### config.mk
export PLATFORM = sky130hd
export DESIGN_NAME = pe_acc_stage
export DESIGN_NICKNAME = d
export VERILOG_FILES = /design/src/rtl/pe_acc_pkg.sv /design/src/rtl/pe_acc_csa3.sv /design/src/rtl/pe_acc_stage.sv
export SDC_FILE = /design/constraint.sdc
export NUM_CORES = 1
export LEC_CHECK = 0
export CAP_MARGIN = 25
export CORE_MARGIN = 2
export CORE_UTILIZATION = 49
export CTS_BUF_LIST = sky130_fd_sc_hd__clkbuf_8 sky130_fd_sc_hd__clkbuf_16
export DETAILED_ROUTE_END_ITERATION = 6
export GPL_TIMING_DRIVEN = 0
export PLACE_DENSITY_LB_ADDON = 0.12
export REMOVE_ABC_BUFFERS = 1
export SETUP_SLACK_MARGIN = 0.3
export SLEW_MARGIN = 30
export SYNTH_ARGS = -nofsm -noshare
export SYNTH_HDL_FRONTEND = slang
export SYNTH_HIERARCHICAL = 1
export SYNTH_SLANG_ARGS = --single-unit
### constraint.sdc
create_clock -name i_clk -period 5.8 [get_ports i_clk]
set_input_delay 1.16 -clock i_clk [delete_from_list [all_inputs] [get_ports i_clk]]
set_output_delay 1.16 -clock i_clk [all_outputs]
set_load 0.02 [all_outputs]
### src/rtl/pe_acc_pkg.sv
// Shared widths, FSM states and saturation limits for the PE accumulation stage.
// Optional PE_ACC_SAT_EN build switch (used in pe_acc_csa3/pe_acc_stage) selects clamping on overflow.
package pe_acc_pkg;

   localparam int IN_W  = 109;
   localparam int GUARD = 7;
   localparam int ACC_W = IN_W + GUARD;
   localparam int CNT_W = 8;

   localparam int MODE_FP_BIT = 1;

   localparam logic [CNT_W-1:0] CNT_MAX  = '1;
   localparam logic [ACC_W-1:0] ACC_SMAX = {1'b0, {(ACC_W-1){1'b1}}};
   localparam logic [ACC_W-1:0] ACC_SMIN = {1'b1, {(ACC_W-1){1'b0}}};
   localparam logic [ACC_W-1:0] ACC_UMAX = '1;

   typedef enum logic {
      IDLE = 1'b0,
      ACC  = 1'b1
   } state_t;

   // FP-mantissa operands are magnitudes, so they must not be sign-extended
   function automatic logic [ACC_W-1:0] extIn(input logic [IN_W-1:0] x, input logic isUnsigned);
      return isUnsigned ? {{GUARD{1'b0}}, x} : {{GUARD{x[IN_W-1]}}, x};
   endfunction

endpackage

### src/rtl/pe_acc_csa3.sv
// 3:2 compressor plus carry-propagate adder over ACC_W with overflow detection.
// With PE_ACC_SAT_EN defined the result is clamped to the signed/unsigned range on overflow.
module pe_acc_csa3
   import pe_acc_pkg::*;
(
   input  logic [ACC_W-1:0] i_a,
   input  logic [ACC_W-1:0] i_b,
   input  logic [ACC_W-1:0] i_c,
   input  logic             i_unsigned,
   output logic [ACC_W-1:0] o_sum,
   output logic             o_ovf
);

   localparam int WW = ACC_W + 2;

   logic [WW-1:0] w_a, w_b, w_c, w_s, w_cy, w_res;

   // Two extra bits hold the exact three-operand result, so overflow is a range test on the top bits
   assign w_a   = i_unsigned ? {2'b00, i_a} : {{2{i_a[ACC_W-1]}}, i_a};
   assign w_b   = i_unsigned ? {2'b00, i_b} : {{2{i_b[ACC_W-1]}}, i_b};
   assign w_c   = i_unsigned ? {2'b00, i_c} : {{2{i_c[ACC_W-1]}}, i_c};
   assign w_s   = w_a ^ w_b ^ w_c;
   assign w_cy  = ((w_a & w_b) | (w_a & w_c) | (w_b & w_c)) << 1;
   assign w_res = w_s + w_cy;

   assign o_ovf = i_unsigned ? (w_res[WW-1:ACC_W] != 2'b00)
                             : !((w_res[WW-1:ACC_W-1] == 3'b000) || (w_res[WW-1:ACC_W-1] == 3'b111));

`ifdef PE_ACC_SAT_EN
   always_comb begin
      o_sum = w_res[ACC_W-1:0];
      if (o_ovf) begin
         o_sum = i_unsigned ? ACC_UMAX : (w_res[WW-1] ? ACC_SMIN : ACC_SMAX);
      end
   end
`else
   assign o_sum = w_res[ACC_W-1:0];
`endif

endmodule

### src/rtl/pe_acc_stage.sv
// Burst accumulator behind the PE adder tree with a single-entry valid/ready result buffer.
// Build switch PE_ACC_SAT_EN: clamp and hold the accumulator on overflow instead of wrapping.
module pe_acc_stage
   import pe_acc_pkg::*;
(
   input  logic             i_clk,
   input  logic             i_rst,
   input  logic             i_in_valid,
   output logic             o_in_ready,
   input  logic [IN_W-1:0]  i_in_sum,
   input  logic [IN_W-1:0]  i_in_carry,
   input  logic             i_in_first,
   input  logic             i_in_last,
   input  logic [1:0]       i_in_mode,
   output logic             o_out_valid,
   input  logic             i_out_ready,
   output logic [ACC_W-1:0] o_out_data,
   output logic [CNT_W-1:0] o_out_count,
   output logic             o_out_ovf,
   output logic             o_out_err
);

   state_t r_state, w_stateNext;

   logic [ACC_W-1:0] r_acc, w_accIn, w_accNext, w_addRes, w_sumExt, w_carryExt;
   logic [CNT_W-1:0] r_cnt, w_cntNext;
   logic [1:0]       r_mode, w_modeUse;
   logic             r_ovf, r_err, w_ovfNext, w_errNext, w_addOvf;
   logic             w_xfer, w_pop, w_start, w_unsigned;

   logic             r_outValid, r_outOvf, r_outErr;
   logic [ACC_W-1:0] r_outData;
   logic [CNT_W-1:0] r_outCount;

   assign o_in_ready = ~r_outValid | i_out_ready;
   assign w_xfer     = i_in_valid & o_in_ready;
   assign w_pop      = r_outValid & i_out_ready;

   // Any beat seen in IDLE, or a first beat anywhere, begins a fresh accumulation
   assign w_start    = (r_state == IDLE) | i_in_first;
   assign w_modeUse  = w_start ? i_in_mode : r_mode;
   assign w_unsigned = w_modeUse[MODE_FP_BIT];
   assign w_accIn    = w_start ? '0 : r_acc;
   assign w_sumExt   = extIn(i_in_sum, w_unsigned);
   assign w_carryExt = extIn(i_in_carry, w_unsigned);

   pe_acc_csa3 u_csa3 (
      .i_a        (w_accIn),
      .i_b        (w_sumExt),
      .i_c        (w_carryExt),
      .i_unsigned (w_unsigned),
      .o_sum      (w_addRes),
      .o_ovf      (w_addOvf)
   );

`ifdef PE_ACC_SAT_EN
   logic r_satLock;

   assign w_accNext = (!w_start && r_satLock) ? r_acc : w_addRes;

   always_ff @(posedge i_clk) begin
      if (i_rst) begin
         r_satLock <= 1'b0;
      end else if (w_xfer) begin
         r_satLock <= w_start ? w_addOvf : (r_satLock | w_addOvf);
      end
   end
`else
   assign w_accNext = w_addRes;
`endif

   assign w_cntNext = w_start ? CNT_W'(1) : ((r_cnt == CNT_MAX) ? r_cnt : r_cnt + 1'b1);
   assign w_ovfNext = (w_start ? 1'b0 : r_ovf) | w_addOvf;
   // Restart from ACC or a headless burst from IDLE are both protocol errors
   assign w_errNext = w_start ? ((r_state == ACC) | ~i_in_first)
                              : (r_err | (i_in_mode != r_mode));

   always_ff @(posedge i_clk) begin
      if (i_rst) begin
         r_state <= IDLE;
      end else begin
         r_state <= w_stateNext;
      end
   end

   always_comb begin
      w_stateNext = r_state;
      if (w_xfer) begin
         w_stateNext = i_in_last ? IDLE : ACC;
      end
   end

   always_ff @(posedge i_clk) begin
      if (i_rst) begin
         r_acc  <= '0;
         r_cnt  <= '0;
         r_ovf  <= 1'b0;
         r_err  <= 1'b0;
         r_mode <= '0;
      end else if (w_xfer) begin
         r_acc  <= w_accNext;
         r_cnt  <= w_cntNext;
         r_ovf  <= w_ovfNext;
         r_err  <= w_errNext;
         r_mode <= w_modeUse;
      end
   end

   // Refill wins over pop so a result can leave and the next arrive on the same edge
   always_ff @(posedge i_clk) begin
      if (i_rst) begin
         r_outValid <= 1'b0;
         r_outData  <= '0;
         r_outCount <= '0;
         r_outOvf   <= 1'b0;
         r_outErr   <= 1'b0;
      end else if (w_xfer && i_in_last) begin
         r_outValid <= 1'b1;
         r_outData  <= w_accNext;
         r_outCount <= w_cntNext;
         r_outOvf   <= w_ovfNext;
         r_outErr   <= w_errNext;
      end else if (w_pop) begin
         r_outValid <= 1'b0;
      end
   end

   assign o_out_valid = r_outValid;
   assign o_out_data  = r_outData;
   assign o_out_count = r_outCount;
   assign o_out_ovf   = r_outOvf;
   assign o_out_err   = r_outErr;

endmodule

==> results.cfg, run 1 <==
[pwr]
internal_power_mw = 4.17
switching_share_pct = 37.4
max-vdd-ir-drop_uv = 197
p_switching_mw = 2.50
power_frac_seq_pct = 30.8
power_frac_clock_pct = 29.1
power_mw = 6.66
p_comb_share_pct = 40.1
p_leak_nw = 10.1
power_density_nw_per_um2 = 263

[hold_path]
holdCritStartpoint = r_acc[55]
hold_class = flip-flop to flip-flop

[final_layout]
seq_area_sq_um = 5120
drive_above_1_share_pct = 6.37
multi_input_comb_area_sq_um = 14400
fin_cells = 3406
antenna_cells = 0
utilization_pct = 61.8
area_delta_synth_final_pct = 23.9
fillers = 3698
nets = 3311

[global_routing]
gr-total-overflow = 0
grt-busiest-layer = met2
track_usage_pct = 29.0
grt_pass1_vias = 19100
grt_use_met2_pct = 47.8
antenna_found_initial = 0
grt_pass1_wl_microns = 102000
met3_usage_pct = 4.00
met1_usage_pct = 39.6
grt_max_degree = 111

[die]
start_util_pct = 49.9
pin_count = 354
core-area_sq_um = 41000
die_h_microns = 208
rows = 74
die_area_sq_um = 43400
die_w_microns = 208

[logic_synthesis]
synthArstFlopShare_pct = 0
ys_seq_area_share_pct = 25.0
syn_area_sq_um = 20500
syn-instance-count = 2616
yosys.area.top_type = dfxtp_1
synth_top_area_share_pct = 25.0
synthDistinctLibCells = 95
avgSynthCellArea_sq_um = 7.83
ys_ff_latch = 256
synth_area_leaders = dfxtp_1 (25%), fa_1 (12%), nand2_1 (11%)
ys_warn_count = 6
synth_edf_count = 0
synth_flop_cell = dfxtp_1

[sta]
fin_crit_sh_pct = 91.6
finalHoldViolations = 0
layout_min_cycle_time_ns = 5.31
relSlewSlack_pct = 49.2
rsz0062_at_grt = false
clock_skew_ns = 0.0243
max_freq_mhz = 188
drv_slew = 0
tightest_slew_ns = 0.756
setup_viol = 0
final.setup.tns_ns = 0
fin_ws_ns = 0.487

[placed_design]
dp_hpwl_microns = 50200
io_buffers = 353
pre_cts_ws_ns = -1.48
gp_congestion = 0.933
dp_cells = 3331

[critical_path]
endpoint_kind = flip-flop
rr_startpoint = r_state
critPathMaxFanout = 26
cp_data_arrival_time_ns = 5.82
path_class = input port to flip-flop
crit_path_start = i_in_first
cp.required_ns = 6.31
startpoint_type = input port

[cts]
numCtsBuffers = 30
cts_sinks = 256
tritoncts = done
cts-root-buf = clkbuf_16
htree_levels = 1
clkLatencyLatePin_ns = 0.59
cts.path.max_buffers = 3
path_clk_slew_ns = 0.06

[routing]
drt-initial-drc-count = 1353
routedWlPerCell_microns = 18.9
num_vias = 19400
ant_nets = 0
wl_microns = 64400
drc = 0
firstDrtPassIters = 6
routed_via_density = 5.71

[job]
maxCapViolations = 0

[run_status]
outcome = complete, no violations
-- power groups by stage --
stage               logic [mW]  registers [mW]  clock network (mW)
floorplan                 1.58            2.17                   0
global placement          2.56            2.08                   0
detailed placement        2.58            2.09                   0
CTS                       2.62            2.05                1.98
global route              2.93            2.07                2.05
finish                    2.67            2.05                1.94
-- cells in the mapped netlist, types with 10 or more instances --
| master | n |
|---|---|
| o21a_1 | 10 |
| a31oi_1 | 19 |
| a21oi_2 | 16 |
| nor2b_1 | 13 |
| a21oi_1 | 411 |
| buf_8 | 10 |
| nand2_1 | 593 |
| buf_6 | 19 |
| fa_1 | 118 |
| o21ai_0 | 90 |
| o21bai_1 | 35 |
| clkbuf_1 | 97 |
| nor3_1 | 28 |
| nand3_1 | 23 |
| nand4_1 | 70 |
| buf_2 | 50 |
| xnor2_1 | 72 |
| nand2b_1 | 13 |
| nor2_1 | 98 |
| xor2_1 | 43 |
| ha_1 | 117 |
| dfxtp_1 | 256 |
| a21o_1 | 51 |
| o31ai_1 | 13 |
| a211oi_1 | 11 |
| and2_1 | 125 |
| inv_1 | 50 |
-- timing repair --
| item | in CTS | in global routing |
|---|---|---|
| resized for setup | 23 | 25 |
| hold buffers | 0 | 0 |
| pin swaps | 9 | 12 |
| buffers inserted | 12 | 6 |
| setup endpoints to repair | 147 | 66 |
| gates cloned | 1 | 0 |
-- flip-flops by register name, indices dropped and copies added (netlist names), 2 cells and up --
register / cells
o_out_count: 8
r_acc: 116
r_cnt: 8
r_mode: 2
o_out_data: 116
-- path summary, 6_finish.rpt --
kind / to / slack, ns / cells after the start
setup / recovery: o_out_ovf / 0.49 / 21
hold reg to reg: r_acc[55] / 0.45 / 2
setup reg to reg: o_out_ovf / 0.72 / 20
hold / removal: r_acc[55] / 0.45 / 2
-- worst max-delay path: stages --
cell and delay (ns):
clkbuf_2 0.14, nor2b_4 0.18, buf_16 0.15, buf_16 0.15, and2_1 0.18, fa_1 0.42, ha_2 0.21, fa_2 0.35
a21o_2 0.26, a221oi_4 0.32, or4_4 0.20, a31oi_4 0.09, o211ai_4 0.26, nand2_2 0.11, o311ai_4 0.39, a21oi_2 0.12
o21a_1 0.19, or3_1 0.37, mux2i_2 0.26, a211oi_1 0.08, nor3_1 0.17
-- placed cells by master (no fill, tap or decap), types with 18 or more instances in the layout --
cell / netlist / layout
nand2_1: 593 / 590
a21oi_1: 411 / 407
clkdlybuf4s50_1: 0 / 351
dfxtp_1: 256 / 256
and2_1: 125 / 121
fa_1: 118 / 117
ha_1: 117 / 115
nor2_1: 98 / 96
o21ai_0: 90 / 88
xnor2_1: 72 / 72
nand4_1: 70 / 70
inv_1: 50 / 57
a21o_1: 51 / 51
xor2_1: 43 / 43
o21bai_1: 35 / 35
clkbuf_16: 0 / 31
nor3_1: 28 / 28
nand3_1: 23 / 23
a21oi_2: 16 / 19
buf_4: 6 / 18
a31oi_1: 19 / 18
-- metrics by stage --
step           area, sq um  hold slack [ns]
2_1_floorplan        19400            0.426
3_3_place_gp         23600            0.437
3_5_place_dp         24000            0.442
4_1_cts              25200            0.450
5_1_grt              25400            0.461
6_report             25400            0.447
-- kinds of logic (layout without fill, tap and decap cells) --
family | after synthesis | count (layout) | share of synthesized area (%)
fa+ha+maj | 235 | 235 | 18.7
buf+inv | 234 | 491 | 6.01
simple gates | 1029 | 1030 | 23.1
flops | 256 | 256 | 25.0
mux | 4 | 4 | 0.202
compound gates | 743 | 743 | 22.0
xor+xnor | 115 | 115 | 4.92
-- layer usage --
| layer | wire length [microns] | share of wire, % |
|---|---|---|
| met1 | 29600 | 46 |
| met4 | 1640 | 2.5 |
| met2 | 29700 | 46 |
| met3 | 3510 | 5.4 |
| met5 | 0 | 0 |
-- final cells by class --
cell class                      instances  share of cell area [%]
Timing Repair Buffer                  385                    15.8
Multi-Input combinational cell       2127                    56.7
Inverter                               50                   0.740
Clock inverter                         19                   0.592
Clock buffer                           37                    3.38
Tap cell                              532                    2.63
Sequential cell                       256                    20.2
Note: power is estimated with default switching activity, not from simulation.
==> run 2, diff against run 1 <==
--- a/config.mk
+++ b/config.mk
@@ -14,7 +14,6 @@
 export PLACE_DENSITY_LB_ADDON = 0.12
 export REMOVE_ABC_BUFFERS = 1
 export SETUP_SLACK_MARGIN = 0.3
-export SLEW_MARGIN = 30
 export SYNTH_ARGS = -nofsm -noshare
 export SYNTH_HDL_FRONTEND = slang
 export SYNTH_HIERARCHICAL = 1
==> run 2 against run 1 <==
Cell count rose by 0.41%. Sequential power hardly changed. Global-route usage rose by 0.36 points. Clock-buffer cell count fell by 1. Critical endpoint unchanged. Largest power group unchanged.
==> results.cfg, run 2 (synthesis results as in run 1) <==
[run_status]
outcome = complete, no violations

[final_layout]
nets = 3323
fin_cells = 3420
final_cell_area_sq_um = 25800
fillers = 3724
utilization_pct = 63.0
area_delta_synth_final_pct = 26.2
final_common_cell = nand2_1
layout_common_cells = nand2_1 (589), a21oi_1 (397), clkdlybuf4s50_1 (351), dfxtp_1 (256), and2_1 (120)
drive_above_1_share_pct = 8.63

[routing]
wl_microns = 66600
routed_via_density = 5.76
routedWlPerCell_microns = 19.5
firstDrtPassIters = 5
num_vias = 19700
drc = 0
ant_nets = 0
drt-initial-drc-count = 1468

[critical_path]
critPathMaxFanout = 8
path_class = input port to flip-flop
endpoint_kind = flip-flop
r2r_slack_ns = 0.76
worst_path_max_delay_cell = fa_1
rr_startpoint = r_state
crit_chain = dlygate4sd2_1 > nor2b_4 > buf_12 > buf_16 > buf_4 > and2_1 > fa_1 > fa_2 > a21o_4 > a221oi_4 > or4_4 > a31oi_4 > o211ai_4 > nand2_2 > o311ai_4 > a21oi_2 > o21a_1 > or3_1 > mux2i_2 > a211oi_2 > nor3_1
reg2reg_depth = 20
cp.required_ns = 6.31
cp_data_arrival_time_ns = 5.94
cp-endpoint = o_out_ovf
crit_path_start = i_in_first
crit_family = compound AO/OA/AOI/OAI gates
worst-path-buf-inv = 4
slowest_delay_ns = 0.46
path_depth = 21
startpoint_type = input port
r2r-end = o_out_ovf

[global_routing]
grt_use_met2_pct = 47.9
met3_usage_pct = 4.45
grt_pass1_vias = 18900
grt_max_degree = 143
gr-total-overflow = 0
grt-busiest-layer = met2
antenna_found_initial = 3
track_usage_pct = 29.3
met1_usage_pct = 40.4
grt_pass1_wl_microns = 103000

[cts]
path_clk_slew_ns = 0.06
cts_sinks = 256
htree_levels = 1
numCtsBuffers = 30
clkLatencyLatePin_ns = 0.60
tritoncts = done
hold_buffers = 0
cts.path.max_buffers = 3
cts-root-buf = clkbuf_16

[die]
pin_count = 354
die_area_sq_um = 43400
rows = 74
die_w_microns = 208
start_util_pct = 49.9
die_h_microns = 208
core-area_sq_um = 41000

[sta]
final.setup.tns_ns = 0
clock_skew_ns = 0.0162
holdWs_ns = 0.448
finalHoldViolations = 0
fin_crit_sh_pct = 93.7
tightest_slew_ns = 1.02
layout_min_cycle_time_ns = 5.43
rsz0062_at_grt = true
relSlewSlack_pct = 31.8
drv_slew = 0
setup_viol = 0
max_freq_mhz = 184

[placed_design]
gp_congestion = 0.933
dp_hpwl_microns = 49200
dpl_cell_area_sq_um = 23900
dp_cells = 3325
io_buffers = 353

[pwr]
max-vdd-ir-drop_uv = 250
switching_share_pct = 37.4
power_frac_seq_pct = 30.1
power_density_nw_per_um2 = 264
p_leak_nw = 10.2
internal_power_mw = 4.28
power_frac_clock_pct = 29.4
p_switching_mw = 2.55
p_comb_share_pct = 40.5

[job]
maxCapViolations = 0

[hold_path]
hold_class = flip-flop to flip-flop
worstHoldPathCells = 2
run 2: changes by cell type in the layout (fill, tap and decap cells not counted), moves of 5 or more:
cell / before / now
a211oi_1: 9 / 4
a21oi_1: 407 / 397
ha_1: 115 / 94
ha_4: 0 / 7
buf_4: 18 / 32
a211oi_2: 2 / 7
ha_2: 2 / 16
a21oi_2: 19 / 27
run 2: worst reg2reg max path, delay by kind of cell, from the launching register on:
| kind | cells | cell delay, ns |
|---|---|---|
| compound gates | 8 | 1.68 |
| fa+ha+maj | 2 | 0.84 |
| buf+inv | 3 | 0.48 |
| flops | 1 | 0.40 |
| mux | 1 | 0.30 |
| simple gates | 6 | 1.25 |
run 2: layout make-up:
type	instances	area, sq um	share of cell area, %
clock buffers	36	833	3.22
well taps	532	666	2.58
repair buffers	398	4100	15.9
diodes	2	5.00	0.0194
inverters	50	188	0.726
flip-flops and latches	256	5120	19.8
multi-input cells	2126	14700	56.9
clock inverters	20	214	0.828
run 2: worst min-delay path by stage:
stage | to | from | slack [ns]
finish | r_acc[111] | r_acc[111] | 0.45
global route | r_acc[84] | r_acc[84] | 0.47
CTS | r_acc[114] | r_acc[114] | 0.45
detailed placement | r_acc[74] | r_acc[74] | 0.44
global placement | r_acc[46] | r_acc[46] | 0.44
floorplan | r_acc[0] | r_acc[0] | 0.43
run 2: layer usage:
| layer | part of all wire, % | up-vias |
|---|---|---|
| met5 | 0.014 | - |
| met4 | 2.7 | 2 |
| met3 | 6.2 | 102 |
| met2 | 46 | 635 |
| met1 | 45 | 9488 |
| li1 | - | 9476 |
run 2: power by group through the flow:
stage	Clock, mW	Sequential, mW	Combinational, mW
6_report	2.01	2.05	2.77
5_1_grt	2.11	2.08	3.02
4_1_cts	2.05	2.05	2.63
3_5_place_dp	0	2.09	2.57
3_3_place_gp	0	2.08	2.56
2_1_floorplan	0	2.17	1.58
run 2: repair_timing:
action                                  in CTS  in global routing
setup buffers                               12                 20
cloned                                       3                  1
pin swaps                                   11                 29
resized for setup                           33                 89
endpoints found under the setup margin     148                 78
run 2: per-stage QoR:
| stage | setup slack [ns] | power [mW] |
|---|---|---|
| finish | 0.366 | 6.83 |
| global route | 0.220 | 7.20 |
| CTS | 0.292 | 6.73 |
| detailed placement | -1.48 | 4.65 |
| global placement | -7.44 | 4.64 |
| floorplan | -2.07 | 3.75 |
